--- config.mk ---
export PLATFORM = sky130hd
export DESIGN_NAME = mem_port_arbiter_flat
export DESIGN_NICKNAME = d
export VERILOG_FILES = /design/src/rtl/mem_arb_pkg.sv /design/src/rtl/mem_port_arbiter_if.sv /design/src/rtl/arb_prio_starve.sv /design/src/rtl/mem_port_arbiter.sv /design/src/flat_wrapper.sv
export SDC_FILE = /design/constraint.sdc
export NUM_CORES = 1
export LEC_CHECK = 0
export ABC_CLOCK_PERIOD_IN_PS = 2100
export CORE_ASPECT_RATIO = 2
export CORE_MARGIN = 5
export CORE_UTILIZATION = 28
export CTS_CLUSTER_DIAMETER = 80
export DETAILED_ROUTE_END_ITERATION = 6
export HOLD_SLACK_MARGIN = 0.03
export PLACE_DENSITY = 0.82
export SKIP_CTS_REPAIR_TIMING = 1
export SYNTH_ARGS = -nofsm -noshare
export SYNTH_HDL_FRONTEND = slang
export SYNTH_SLANG_ARGS = --single-unit
--- constraint.sdc ---
create_clock -name clk -period 2.1 [get_ports clk]
set_input_delay 0.42 -clock clk [delete_from_list [all_inputs] [get_ports clk]]
set_output_delay 0.42 -clock clk [all_outputs]
set_load 0.01 [all_outputs]
--- src/rtl/mem_arb_pkg.sv ---
// Shared definitions for the fetch/data memory port arbiter: owner state encoding,
// default geometry and the address legality helper.
package mem_arb_pkg;

    typedef enum logic [1:0] {
        ARB_IDLE = 2'd0,
        ARB_D    = 2'd1,
        ARB_I    = 2'd2
    } arb_state_e;

    localparam int unsigned MEM_WORDS_DEF    = 256;
    localparam int unsigned STARVE_LIMIT_DEF = 4;
    localparam int unsigned WORD_ADDR_LSB    = 2;

    // Word aligned and inside the memory image.
    function automatic logic addr_legal(input logic [31:0] addr, input logic [31:0] limit);
        return (addr[WORD_ADDR_LSB-1:0] == '0) && (addr < limit);
    endfunction

endpackage

--- src/rtl/mem_port_arbiter_if.sv ---
// Fetch (i_*) and load/store (d_*) request/response bus between the core and the
// memory port arbiter.
interface mem_port_arbiter_if;

    logic        i_req;
    logic [31:0] i_addr;
    logic        i_gnt;
    logic        i_rvalid;
    logic [31:0] i_rdata;

    logic        d_req;
    logic        d_we;
    logic [31:0] d_addr;
    logic [31:0] d_wdata;
    logic        d_gnt;
    logic        d_rvalid;
    logic [31:0] d_rdata;

    logic        err;

    modport master (
        output i_req, i_addr, d_req, d_we, d_addr, d_wdata,
        input  i_gnt, i_rvalid, i_rdata, d_gnt, d_rvalid, d_rdata, err
    );

    modport slave (
        input  i_req, i_addr, d_req, d_we, d_addr, d_wdata,
        output i_gnt, i_rvalid, i_rdata, d_gnt, d_rvalid, d_rdata, err
    );

endinterface

--- src/rtl/arb_prio_starve.sv ---
// Data-first priority pick with a starvation counter that forces a fetch grant after
// STARVE_LIMIT consecutive data grants taken while fetch was waiting.
module arb_prio_starve import mem_arb_pkg::*; #(
    parameter int unsigned STARVE_LIMIT = STARVE_LIMIT_DEF
) (
    input  logic clk,
    input  logic rst_n,
    input  logic i_fetch_req,
    input  logic i_data_req,
    output logic o_fetch_gnt,
    output logic o_data_gnt
);

    localparam int unsigned    CntW   = $clog2(STARVE_LIMIT + 1);
    localparam logic [CntW-1:0] CntMax = CntW'(STARVE_LIMIT);

    logic [CntW-1:0] r_starve_cnt;
    logic [CntW-1:0] w_starve_cnt_nxt;
    logic            w_starved;

    assign w_starved = (r_starve_cnt == CntMax);

    // Grants are suppressed while reset is held so Memory sees no access.
    always_comb begin
        o_fetch_gnt = 1'b0;
        o_data_gnt  = 1'b0;
        if (rst_n) begin
            if (i_data_req && !(i_fetch_req && w_starved)) begin
                o_data_gnt = 1'b1;
            end else if (i_fetch_req) begin
                o_fetch_gnt = 1'b1;
            end
        end
    end

    always_comb begin
        w_starve_cnt_nxt = r_starve_cnt;
        if (o_fetch_gnt || !i_fetch_req) begin
            w_starve_cnt_nxt = '0;
        end else if (o_data_gnt && !w_starved) begin
            w_starve_cnt_nxt = r_starve_cnt + CntW'(1);
        end
    end

    always_ff @(posedge clk) begin
        if (!rst_n) begin
            r_starve_cnt <= '0;
        end else begin
            r_starve_cnt <= w_starve_cnt_nxt;
        end
    end

endmodule

--- src/rtl/mem_port_arbiter.sv ---
// Shares the single-port unified Memory between fetch and load/store: one access per
// cycle, registered read responses one cycle after the grant, error on illegal access.
module mem_port_arbiter import mem_arb_pkg::*; #(
    parameter int unsigned MEM_WORDS    = MEM_WORDS_DEF,
    parameter int unsigned STARVE_LIMIT = STARVE_LIMIT_DEF
) (
    input  logic              clk,
    input  logic              rst_n,
    mem_port_arbiter_if.slave bus,
    output logic              mem_we,
    output logic [31:0]       mem_addr,
    output logic [31:0]       mem_wdata,
    input  logic [31:0]       mem_rdata
);

    localparam logic [31:0] AddrLimit = 32'(MEM_WORDS << WORD_ADDR_LSB);

    logic        w_i_gnt;
    logic        w_d_gnt;
    logic        w_legal;
    logic        w_d_resp;
    logic [31:0] w_rdata;
    arb_state_e  w_state_nxt;

    arb_state_e  r_state;
    logic        r_d_resp;
    logic        r_err;
    logic [31:0] r_i_rdata;
    logic [31:0] r_d_rdata;

    arb_prio_starve #(
        .STARVE_LIMIT (STARVE_LIMIT)
    ) u_prio (
        .clk         (clk),
        .rst_n       (rst_n),
        .i_fetch_req (bus.i_req),
        .i_data_req  (bus.d_req),
        .o_fetch_gnt (w_i_gnt),
        .o_data_gnt  (w_d_gnt)
    );

    always_comb begin
        mem_addr    = '0;
        mem_wdata   = '0;
        w_state_nxt = ARB_IDLE;
        if (w_d_gnt) begin
            mem_addr    = bus.d_addr;
            mem_wdata   = bus.d_wdata;
            w_state_nxt = ARB_D;
        end else if (w_i_gnt) begin
            mem_addr    = bus.i_addr;
            w_state_nxt = ARB_I;
        end
    end

    assign w_legal  = addr_legal(mem_addr, AddrLimit);
    assign mem_we   = w_d_gnt & bus.d_we & w_legal;
    assign w_rdata  = w_legal ? mem_rdata : '0;
    // Loads always answer; an illegal store also answers (with zero) so it retires.
    assign w_d_resp = w_d_gnt & (~bus.d_we | ~w_legal);

    always_ff @(posedge clk) begin
        if (!rst_n) begin
            r_state   <= ARB_IDLE;
            r_d_resp  <= 1'b0;
            r_err     <= 1'b0;
            r_i_rdata <= '0;
            r_d_rdata <= '0;
        end else begin
            r_state  <= w_state_nxt;
            r_d_resp <= w_d_resp;
            r_err    <= (w_i_gnt | w_d_gnt) & ~w_legal;
            if (w_i_gnt) begin
                r_i_rdata <= w_rdata;
            end
            if (w_d_resp) begin
                r_d_rdata <= w_rdata;
            end
        end
    end

    assign bus.i_gnt    = w_i_gnt;
    assign bus.d_gnt    = w_d_gnt;
    // A response still in flight is dropped as soon as reset is asserted.
    assign bus.i_rvalid = rst_n & (r_state == ARB_I);
    assign bus.d_rvalid = rst_n & (r_state == ARB_D) & r_d_resp;
    assign bus.err      = rst_n & r_err;
    assign bus.i_rdata  = r_i_rdata;
    assign bus.d_rdata  = r_d_rdata;

endmodule

--- src/flat_wrapper.sv ---
// flat-port wrapper written by rule: the top's interface ports become plain ports
module mem_port_arbiter_flat import mem_arb_pkg::*;
#(
    parameter int unsigned MEM_WORDS    = MEM_WORDS_DEF,
    parameter int unsigned STARVE_LIMIT = STARVE_LIMIT_DEF
)
  (clk, rst_n, mem_we, mem_addr, mem_wdata, mem_rdata, bus_i_req, bus_i_addr, bus_d_req, bus_d_we, bus_d_addr, bus_d_wdata, bus_i_gnt, bus_i_rvalid, bus_i_rdata, bus_d_gnt, bus_d_rvalid, bus_d_rdata, bus_err);
  mem_port_arbiter_if bus_i ();
  input  logic clk;
  input  logic rst_n;
  output logic mem_we;
  output logic [31:0] mem_addr;
  output logic [31:0] mem_wdata;
  input  logic [31:0] mem_rdata;
  input wire logic [$bits(bus_i.i_req)-1:0] bus_i_req;
  input wire logic [$bits(bus_i.i_addr)-1:0] bus_i_addr;
  input wire logic [$bits(bus_i.d_req)-1:0] bus_d_req;
  input wire logic [$bits(bus_i.d_we)-1:0] bus_d_we;
  input wire logic [$bits(bus_i.d_addr)-1:0] bus_d_addr;
  input wire logic [$bits(bus_i.d_wdata)-1:0] bus_d_wdata;
  output wire logic [$bits(bus_i.i_gnt)-1:0] bus_i_gnt;
  output wire logic [$bits(bus_i.i_rvalid)-1:0] bus_i_rvalid;
  output wire logic [$bits(bus_i.i_rdata)-1:0] bus_i_rdata;
  output wire logic [$bits(bus_i.d_gnt)-1:0] bus_d_gnt;
  output wire logic [$bits(bus_i.d_rvalid)-1:0] bus_d_rvalid;
  output wire logic [$bits(bus_i.d_rdata)-1:0] bus_d_rdata;
  output wire logic [$bits(bus_i.err)-1:0] bus_err;
  assign bus_i.i_req = bus_i_req;
  assign bus_i.i_addr = bus_i_addr;
  assign bus_i.d_req = bus_d_req;
  assign bus_i.d_we = bus_d_we;
  assign bus_i.d_addr = bus_d_addr;
  assign bus_i.d_wdata = bus_d_wdata;
  assign bus_i_gnt = bus_i.i_gnt;
  assign bus_i_rvalid = bus_i.i_rvalid;
  assign bus_i_rdata = bus_i.i_rdata;
  assign bus_d_gnt = bus_i.d_gnt;
  assign bus_d_rvalid = bus_i.d_rvalid;
  assign bus_d_rdata = bus_i.d_rdata;
  assign bus_err = bus_i.err;
  mem_port_arbiter #(.MEM_WORDS(MEM_WORDS), .STARVE_LIMIT(STARVE_LIMIT)) u_core (.clk(clk), .rst_n(rst_n), .bus(bus_i), .mem_we(mem_we), .mem_addr(mem_addr), .mem_wdata(mem_wdata), .mem_rdata(mem_rdata));
endmodule
==> impl_results.rst <==
.. list-table::
   :header-rows: 1

   * - Metric
     - Value
   * - Reg power frac
     - 0.362
   * - Met1 Resource Use GR
     - 0.214
   * - First-pass GRT wire length
     - ~21 mm
   * - Leakage power
     - roughly 3.2 nW
   * - TritonCTS clock tree
     - done
   * - Post-synthesis instance area
     - between 2000 and 3000 um^2
   * - Overall fraction of global-route tracks in use
     - 0.211
   * - Post-synth top area share
     - 0.478
   * - CTS clk-pin slew, worst paths
     - around 0.050 ns
   * - Total Power
     - between 3 and 4 mW
   * - Highest cell delay on the worst timing path
     - roughly 0.45 ns
   * - Count of input and output buffers
     - ~270
   * - Type of element capturing the critical path
     - output port
   * - Fmax
     - between 0.4 and 0.5 GHz
   * - Non-filler cells in the finished layout
     - 743
   * - Cell types with the largest area share after synthesis
     - dfxtp_1, a22o_1, a32o_1
   * - Maximum number of pins on one net before global-route repair
     - 42
   * - Routed vias
     - 3,926
   * - RSZ-0062 raised after global routing
     - true
   * - Start of the worst register-to-register path
     - u_core.u_prio.r_starve_cnt[1]$_SDFFE_PP0P_
   * - Final antenna diode count
     - 0
   * - Number of pins with negative max-slew slack in the final report
     - 0
   * - Highest fanout seen on the critical path
     - 2
   * - Detailed-router iteration count before antenna repair
     - 6
   * - Slew @ Worst Pin
     - just under 0.4 ns
   * - Last weighted congestion value of the routability-driven placer
     - 0.910
   * - Maximum buffer depth of the clock tree
     - 2
   * - Global route total overflow
     - 0
   * - Worst hold slack after final layout
     - a little under 0.5 ns
   * - Top-level I/O count
     - approximately 270
   * - Area Overhead vs Synth
     - 137%
   * - Final count of negative-setup-slack endpoints
     - about 130
   * - Slew margin rel.
     - 0.742
   * - Cell count after placement
     - between 600 and 700
   * - Post-Place Worst Slack
     - -1.09 ns
   * - Antenna violations before repair
     - 0
   * - Layer carrying the most global-route usage
     - met2
   * - Ys async rst share
     - 0
   * - Number of max-cap violations
     - 0
   * - Count of fill cells added during filler insertion
     - around 800
   * - Routed len/inst
     - roughly 24 um
   * - Share of final-layout standard cells stronger than drive strength 1
     - 0.327
   * - Most frequent cells after synthesis
     - dfxtp_1, a22o_1, and2_1
   * - Final routed wirelength across all metal layers
     - 17.7 mm
   * - Violations in the final reports
     - negative setup slack
   * - Gate power share
     - 0.229
   * - Post-detailed-placement cell area
     - 6050 um^2
   * - Worst supply voltage drop on vdd
     - 0.499 mV
   * - Vias per cell
     - 5.28
   * - Critical path startpoint
     - bus_d_addr[26]
   * - Final Net Count
     - around 740
   * - Global-route met3 utilization
     - 0.0624
   * - Leading area contributor after synthesis
     - dfxtp_1
   * - Clk_skew
     - 0.00830 ns
   * - Top_reg_cell synth
     - dfxtp_1
   * - Core box area
     - between 10,000 and 15,000 um^2
   * - Net count after synthesis
     - between 400 and 500
   * - Remaining antenna violation count
     - 0
   * - Crit Path Class
     - in -> out
   * - EDFF count, synth
     - 0
   * - Via count of the first global-routing pass
     - ~4,000
   * - Hold violation count in the final report
     - 0
   * - Internal power contribution
     - about 2.9 mW
   * - Seq cells post-synth
     - slightly above 70
   * - Root buf cell
     - clkbuf_16
   * - Power Density
     - about 540 nW/um^2
   * - Post-synth cell types
     - 30
   * - Critical Path Start Type
     - input port
   * - Worst EP required
     - roughly 1.7 ns
   * - Clock tree sinks
     - 71
   * - Effective utilization at floorplan
     - 0.284
   * - Share of the yosys chip area belonging to registers
     - 0.478
   * - Crit path setup slack, layout
     - -0.352 ns
   * - Iter 0 DRT Violations
     - roughly 210
   * - Min-Delay Startpoint
     - u_core.bus.i_rdata[11]$_SDFFE_PN0N_
   * - Hold/Removal Path Class
     - reg -> reg
   * - Placement row count
     - between 50 and 60
   * - Run status
     - finished with violations
   * - Cell count after synthesis
     - around 280
   * - Critical-path top delay cell
     - clkdlybuf4s50_1
   * - Yosys warnings
     - 0
   * - Fin crit period
     - roughly 2.5 ns
   * - Worst endpoint data arrival time
     - ~2.0 ns
   * - Die boundary height
     - 156 um
   * - Final HPWL from detailed placement
     - between 10 and 15 mm
   * - Clk Latency, worst-skew pair
     - 0.32 ns
   * - Area of all placed cells without fillers
     - 7060 um^2
   * - Dominant cell by count in the synthesized netlist
     - dfxtp_1
   * - H-Tree Level Count
     - 3
   * - Mean instance size in the synthesized netlist
     - about 11 um^2
   * - Relative contribution of the clock network to total power
     - 0.409
   * - DRC
     - 0
   * - Ratio of final minimum period to clock period
     - 1.17
   * - List of cells traversed by the critical path
     - clkdlybuf4s50_1 -> nor2_1 -> nand2_1 -> a221o_1 -> nor4_2 -> buf_2
   * - Number of buffers created by CTS
     - 9
   * - Met2 capacity usage during global routing
     - 0.387
   * - Die Area
     - 12,900 um^2
   * - Psw
     - 0.903 mW
   * - Sw Ratio
     - 0.235
   * - Width of the die
     - slightly above 80 um
## sequential cells by signal (all words and copies together) (netlist names)
name / cells
u_core.r_state: 2
u_core.r_err: 1
u_core.bus.d_rdata: 32
u_core.r_d_resp: 1
u_core.bus.i_rdata: 32
u_core.u_prio.r_starve_cnt: 3
## cells by family (layout without fill, tap and decap cells)
family	after synthesis	in the layout	synth area share
buf+inv	33	360	0.0517
fa+ha+maj	2	2	0.00841
flops	71	71	0.478
mux	1	1	0.00336
simple gates	68	68	0.143
compound gates	104	104	0.316
## final timing paths
kind / to / slack (ns) / cells past startpoint
worst max register to register: u_core.bus.d_rdata[5]$_SDFFE_PN0P_ / -0.22 / 11
worst min register to register: u_core.bus.i_rdata[11]$_SDFFE_PN0N_ / 0.48 / 1
worst max-delay path: mem_we / -0.35 / 6
worst min-delay path: u_core.bus.i_rdata[11]$_SDFFE_PN0N_ / 0.48 / 1
## metal layers
layer | wire length [um] | up-vias | part of all wire
met5 | 0 | - | 0
li1 | - | 1744 | -
met2 | 9640 | 258 | 0.55
met1 | 6010 | 1881 | 0.34
met3 | 1280 | 43 | 0.072
met4 | 725 | 0 | 0.041
## through the flow
| stage | TNS [ns] | utilization |
|---|---|---|
| 3_3_place_gp | -72.98 | 0.577 |
| 4_1_cts | -57.73 | 0.607 |
| 3_5_place_dp | -78.88 | 0.577 |
| 6_report | -24.06 | 0.674 |
| 2_1_floorplan | -0.759 | - |
| 5_1_grt | -33.00 | 0.674 |
## power by group through the flow
stage | sequential [mW] | combinational (mW) | clock (mW)
after floorplan | 1.43 | 0.186 | 0
after global placement | 1.42 | 0.749 | 0
after detailed placement | 1.42 | 0.758 | 0
after CTS | 1.39 | 0.760 | 1.59
after global routing | 1.39 | 0.918 | 1.65
final | 1.39 | 0.878 | 1.57
## cells in the final DEF (no fill, tap or decap), drive strengths merged, types with 2 or more instances in the layout
cell and n:
clkdlybuf4s50 155, and2 35, nand3 3, a221oi 2, ha 2, inv 5
a32o 32, dfxtp 71, buf 92, nor2 4, dlymetal6s2s 43, nand2 5
a22o 64, bufinv 2, nor4 13, a21oi 3, clkbuf 61, clkinv 2
nand4 2
## worst max-delay path, delay by kind of cell
family / cells / cell delay, ns
AND/OR/NAND/NOR: 3 / 0.54
AO/OA/AOI/OAI: 1 / 0.42
buffers and inverters: 2 / 0.65
## layout make-up
| type | count | area, um^2 | area share |
|---|---|---|---|
| timing repair buffer | 339 | 3480 | 0.494 |
| multi-input combinational | 175 | 1650 | 0.234 |
| sequential | 71 | 1420 | 0.202 |
| clock buffer | 12 | 236 | 0.0335 |
| tap | 137 | 171 | 0.0243 |
| clock inverter | 4 | 70.1 | 0.00992 |
| inverter | 5 | 21.3 | 0.00301 |
(Power assumes the default switching activity.)
==> patch 1 (same settings) <==
Reset style: asynchronous (`rst_n`), changed in 2 clocked blocks.
--- a/src/rtl/arb_prio_starve.sv
+++ b/src/rtl/arb_prio_starve.sv
@@ -42,7 +42,7 @@
         end
     end
 
-    always_ff @(posedge clk) begin
+    always_ff @(posedge clk or negedge rst_n) begin
         if (!rst_n) begin
             r_starve_cnt <= '0;
         end else begin
--- a/src/rtl/mem_port_arbiter.sv
+++ b/src/rtl/mem_port_arbiter.sv
@@ -59,7 +59,7 @@
     // Loads always answer; an illegal store also answers (with zero) so it retires.
     assign w_d_resp = w_d_gnt & (~bus.d_we | ~w_legal);
 
-    always_ff @(posedge clk) begin
+    always_ff @(posedge clk or negedge rst_n) begin
         if (!rst_n) begin
             r_state   <= ARB_IDLE;
             r_d_resp  <= 1'b0;
Check against the original RTL: differs if rst_n is asserted again (counterexample within 4 cycles, from zero or initial values and one cycle with rst_n low); with rst_n held inactive, the same outputs for 4 cycles.
==> patch 1 against the unedited design <==
  * The flow still finishes with violations (negative setup slack)
  * Cell area is 6.3% higher
  * Area after synthesis grew 16%
  * Sequential power rose by 9%
  * Power increased by 4.0%
  * Routed wire length grew 3.2%
  * Setup slack worse by 0.13 ns
  * Count of clock-buffer cells in the layout unchanged
  * Sequential cell count did not move
==> patch 1: results (changes against the unedited design) <==
[routing]
dr.pass1.iters = 4  ; was 6
finalWirelength_um = 18200  ; was 17700 um
drt_iter0_drc = 205  ; was 211
vias = 4233  ; was 3926

[status]
violations = negative setup slack  ; unchanged
status = finished with violations  ; unchanged

[placed_design]
hpwl_um = 12800  ; was 11700 um
place_area_um2 = 6630  ; was 6050 um^2
dpl_worst_slack_ns = -1.16  ; was -1.09 ns
place_congestion = 0.775  ; was 0.910

[pwr]
leakage_uw = 0.00357  ; was 0.00325 uW
power.switching_uw = 1060  ; was 903 uW
clock_net_power_uw = 1330  ; was 1570 uW
internal-power_uw = 2930  ; was 2940 uW
ir_worst_vdd_mv = 0.517  ; was 0.499 mV

[sta]
setup_ws_ns = -0.485  ; was -0.352 ns
skew_ns = 0.00438  ; was 0.00830 ns
setup-violations-final = 100  ; was 131
fin_tns_setup_ns = -20.22  ; was -24.06 ns
slew-limit-headroom_pct = 50.1  ; was 74.2%
timing.hold.ws_ns = 0.0956  ; was 0.481 ns

[cells_and_area]
drive_gt1_share_pct = 33.2  ; was 32.7%
stdcell_count = 828  ; was 743

[worst_setup_path]
regToRegStartpoint = u_core.u_prio.r_starve_cnt[0]$_DFFE_PN0P_  ; was u_core.u_prio.r_starve_cnt[1]$_SDFFE_PP0P_

[worst_hold_path]
min_path_type = in2async  ; was reg2reg

[logic_synthesis]
avgSynthCellArea_um2 = 10.2  ; was 10.7 um^2
async_flop_share_pct = 100  ; was 0%
synthTopCellsByArea = dfrtp_1 (51%), a22o_1 (11%), nand2_1 (7.1%)  ; was dfxtp_1 (48%), a22o_1 (19%), a32o_1 (11%)
ys_types = 31  ; was 30
ys_top_cells_by_count = dfrtp_1 (71), nand2_1 (65), a22o_1 (42)  ; was dfxtp_1 (71), a22o_1 (64), and2_1 (35)
synth_mux_area_share_pct = 0  ; was 0.336%
yosysTopAreaCellShare_pct = 51.4  ; was 47.8%
synth_compound_area_share_pct = 23.9  ; was 31.6%
syn-num-nets = 475  ; was 414
synth-seq-area-share_pct = 51.4  ; was 47.8%
synth_fa_ha_area_share_pct = 0.723  ; was 0.841%

[grt]
grt_max_degree = 60  ; was 42
grt_pass1_wl_um = 22900  ; was 21300 um
track_usage_pct = 20.5  ; was 21.1%
grt_pass1_vias = 4411  ; was 3983

==> patch 1: cell count changes after synthesis, moves of 3 or more <==
cell	unedited run	this run
nor2_1	4	0
dfrtp_1	0	71
a22o_1	64	42
a22o_2	0	22
o21ai_0	0	35
buf_6	3	6
a32o_1	32	0
nand2_1	5	65
buf_2	6	2
nand3_1	2	5
dfxtp_1	71	0
==> patch 1: routing by layer <==
metal / GRT usage, % / vias to the layer above / share of wire [%]
met5: 0 / - / 0
met3: 5.80 / 37 / 8.4
met2: 38.5 / 256 / 56
met4: 8.62 / 0 / 3.6
met1: 19.9 / 2045 / 32
li1: - / 1895 / -
==> patch 1: final cells by class <==
cell class,instances,area (um^2)
fillers,1015,4620
repair buffers,353,3580
flip-flops and latches,71,1780
multi-input cells,234,1680
clock buffers,12,236
well taps,147,184
inverters,7,26.3
clock inverters,4,22.5
==> patch 2 (same settings) <==
Made on the original files. The package constant `STARVE_LIMIT_DEF` goes from 4 to 8.
--- a/src/rtl/mem_arb_pkg.sv
+++ b/src/rtl/mem_arb_pkg.sv
@@ -9,7 +9,7 @@
     } arb_state_e;
 
     localparam int unsigned MEM_WORDS_DEF    = 256;
-    localparam int unsigned STARVE_LIMIT_DEF = 4;
+    localparam int unsigned STARVE_LIMIT_DEF = 8;
     localparam int unsigned WORD_ADDR_LSB    = 2;
 
     // Word aligned and inside the memory image.
Formal check against the unedited RTL: not equivalent (a bounded check fails within 10 cycles, from zero or initial values and one cycle with rst_n low).
==> patch 2 against the unedited design <==
  * The run still ends with negative setup slack left
  * Non-clock buffer count increased by 10
  * Global-route usage decreased by 2.0 points
  * Setup slack improved by 0.046 ns
  * Sequential share of layout area decreased by 1.8 points
  * Power decreased by 6.0%
  * Cell area increased by 12%
  * Area after synthesis increased by 30%
  * Via count increased by 26%
  * Count of clock-buffer cells in the layout decreased by 2
  * Clock skew decreased by 0.0023 ns
  * Sequential cell count increased by 1
  * Routed wire length increased by 3.8%
  * Worst hold slack got worse by 0.0036 ns
  * Combinational power decreased by 6.6%
==> patch 2: results (changes against the unedited design) <==
[status]
status = finished with violations  ; unchanged
violations = negative setup slack  ; unchanged

[placed_design]
place_congestion = 0.901  ; was 0.910
placedCellCount = 851  ; was 693
hpwl_um = 12300  ; was 11700 um

[logic_synthesis]
synth-seq-area-share_pct = 37.1  ; was 47.8%
ys_top_cells_by_count = dfxtp_1 (72), a22o_1 (64), and2_1 (64)  ; was dfxtp_1 (71), a22o_1 (64), and2_1 (35)
synthTopCellsByArea = dfxtp_1 (37%), a22o_1 (14%), and2_1 (10%)  ; was dfxtp_1 (48%), a22o_1 (19%), a32o_1 (11%)
yosys_warnings = 0  ; unchanged
ys_types = 36  ; was 30
netlist_instances = 429  ; was 279
syn-num-nets = 564  ; was 414
post-synth-top-area-cell = dfxtp_1  ; unchanged

[pwr]
leakage_uw = 0.00316  ; was 0.00325 uW
ir_worst_vdd_mv = 0.335  ; was 0.499 mV
p_sw_share_pct = 25.8  ; was 23.5%

[routing]
vias = 4955  ; was 3926
wl_per_cell_um = 20.3  ; was 23.8 um
drt_iter0_drc = 224  ; was 211
viasPerCell = 5.49  ; was 5.28
dr.pass1.iters = 5  ; was 6

[grt]
grt_pass1_vias = 4758  ; was 3983
grt_pass1_wl_um = 25300  ; was 21300 um
antenna_found_initial = 2  ; was 0
grt_max_degree = 65  ; was 42
track_usage_pct = 19.1  ; was 21.1%

[cells_and_area]
n_fill_cell = 1168  ; was 802
final_nets = 874  ; was 736
drive_gt1_share_pct = 29.8  ; was 32.7%

[sta]
timing.hold.ws_ns = 0.477  ; was 0.481 ns
slew-limit-headroom_pct = 58.7  ; was 74.2%
fin_tns_setup_ns = -12.90  ; was -24.06 ns
setup-violations-final = 66  ; was 131
skew_ns = 0.00597  ; was 0.00830 ns
setup_ws_ns = -0.306  ; was -0.352 ns

[clock_tree]
numCtsBuffers = 9  ; unchanged
insertion_delay_ns = 0.33
clockBufferDepth = 2  ; unchanged
htree_levels = 3  ; unchanged

[worst_setup_path]
critPathMaxFanout = 2  ; unchanged
crit_arrival_ns = 1.99  ; was 2.03 ns
rrSetupSlack_ns = 0.20  ; was -0.22 ns

[worst_hold_path]
min_path_type = reg2reg  ; unchanged

[patch 2: cell count changes in the layout (fill, tap and decap cells not counted), moves of 13 or more]
cell	unedited run	this run
a32o_1	32	0
buf_2	6	19
and2_4	10	32
dlymetal6s2s_1	43	8
clkdlybuf4s50_1	155	190
o21ai_1	0	29
buf_6	33	51
clkbuf_2	38	7
a32oi_1	0	32
nor4b_1	0	32
nand3_1	1	32
[patch 2: path summary, 6_finish.rpt]
kind                                                                  from                                   to  depth (start not counted)
worst max register to register  u_core.u_prio.r_starve_cnt[0]$_SDFFE_PP0P_  u_core.bus.d_rdata[22]$_SDFFE_PN0P_                          8
worst min register to register         u_core.bus.i_rdata[15]$_SDFFE_PN0N_  u_core.bus.i_rdata[15]$_SDFFE_PN0N_                          1
worst min-delay path                   u_core.bus.i_rdata[15]$_SDFFE_PN0N_  u_core.bus.i_rdata[15]$_SDFFE_PN0N_                          1
worst max-delay path                                        bus_i_addr[16]                               mem_we                          7
[patch 2: per-layer routing]
layer,up-vias,track usage (%),routed length (um)
met1,2339,23.0,6910
li1,2286,-,-
met4,0,4.71,333
met3,27,6.78,1980
met5,-,0,0
met2,303,32.2,9100
[patch 2: worst max-delay path, stage by stage]
cell             delay, ns
clkdlybuf4s50_1       0.44
nor4_2                0.28
buf_4                 0.16
nand2_1               0.07
o21a_1                0.24
nor4_4                0.20
buf_2                 0.18
[patch 2: area by class of cell]
class                      count  share of cell area, %
timing repair buffer         349                   45.2
tap                          157                   2.49
clock inverter                 6                  0.588
sequential                    72                   18.3
timing repair inverter         1                  0.143
clock buffer                  10                   2.91
multi-input combinational    299                   29.8
antenna                        2                 0.0636
inverter                       7                  0.493
[patch 2: cells by family after synthesis]
family / synth area share [%]
simple gates: 27.5
compound gates: 27.5
flops: 37.1
buf+inv: 6.83
xor+xnor: 0.451
fa+ha+maj: 0.645
[patch 2: through the flow]
| step | cell area [um^2] | setup WS [ns] |
|---|---|---|
| floorplan | 3980 | 0.0123 |
| detailed placement | 7030 | -0.847 |
| global route | 7870 | -0.376 |
| global placement | 7030 | -0.845 |
| CTS | 7300 | -0.858 |
| finish | 7870 | -0.306 |
[patch 2: power groups by stage]
stage	clock network (uW)	registers, uW	logic, uW
after global placement	0	1400	715
after CTS	1430	1370	726
after floorplan	0	1400	225
final	1410	1370	820
after global routing	1480	1370	860
after detailed placement	0	1400	722
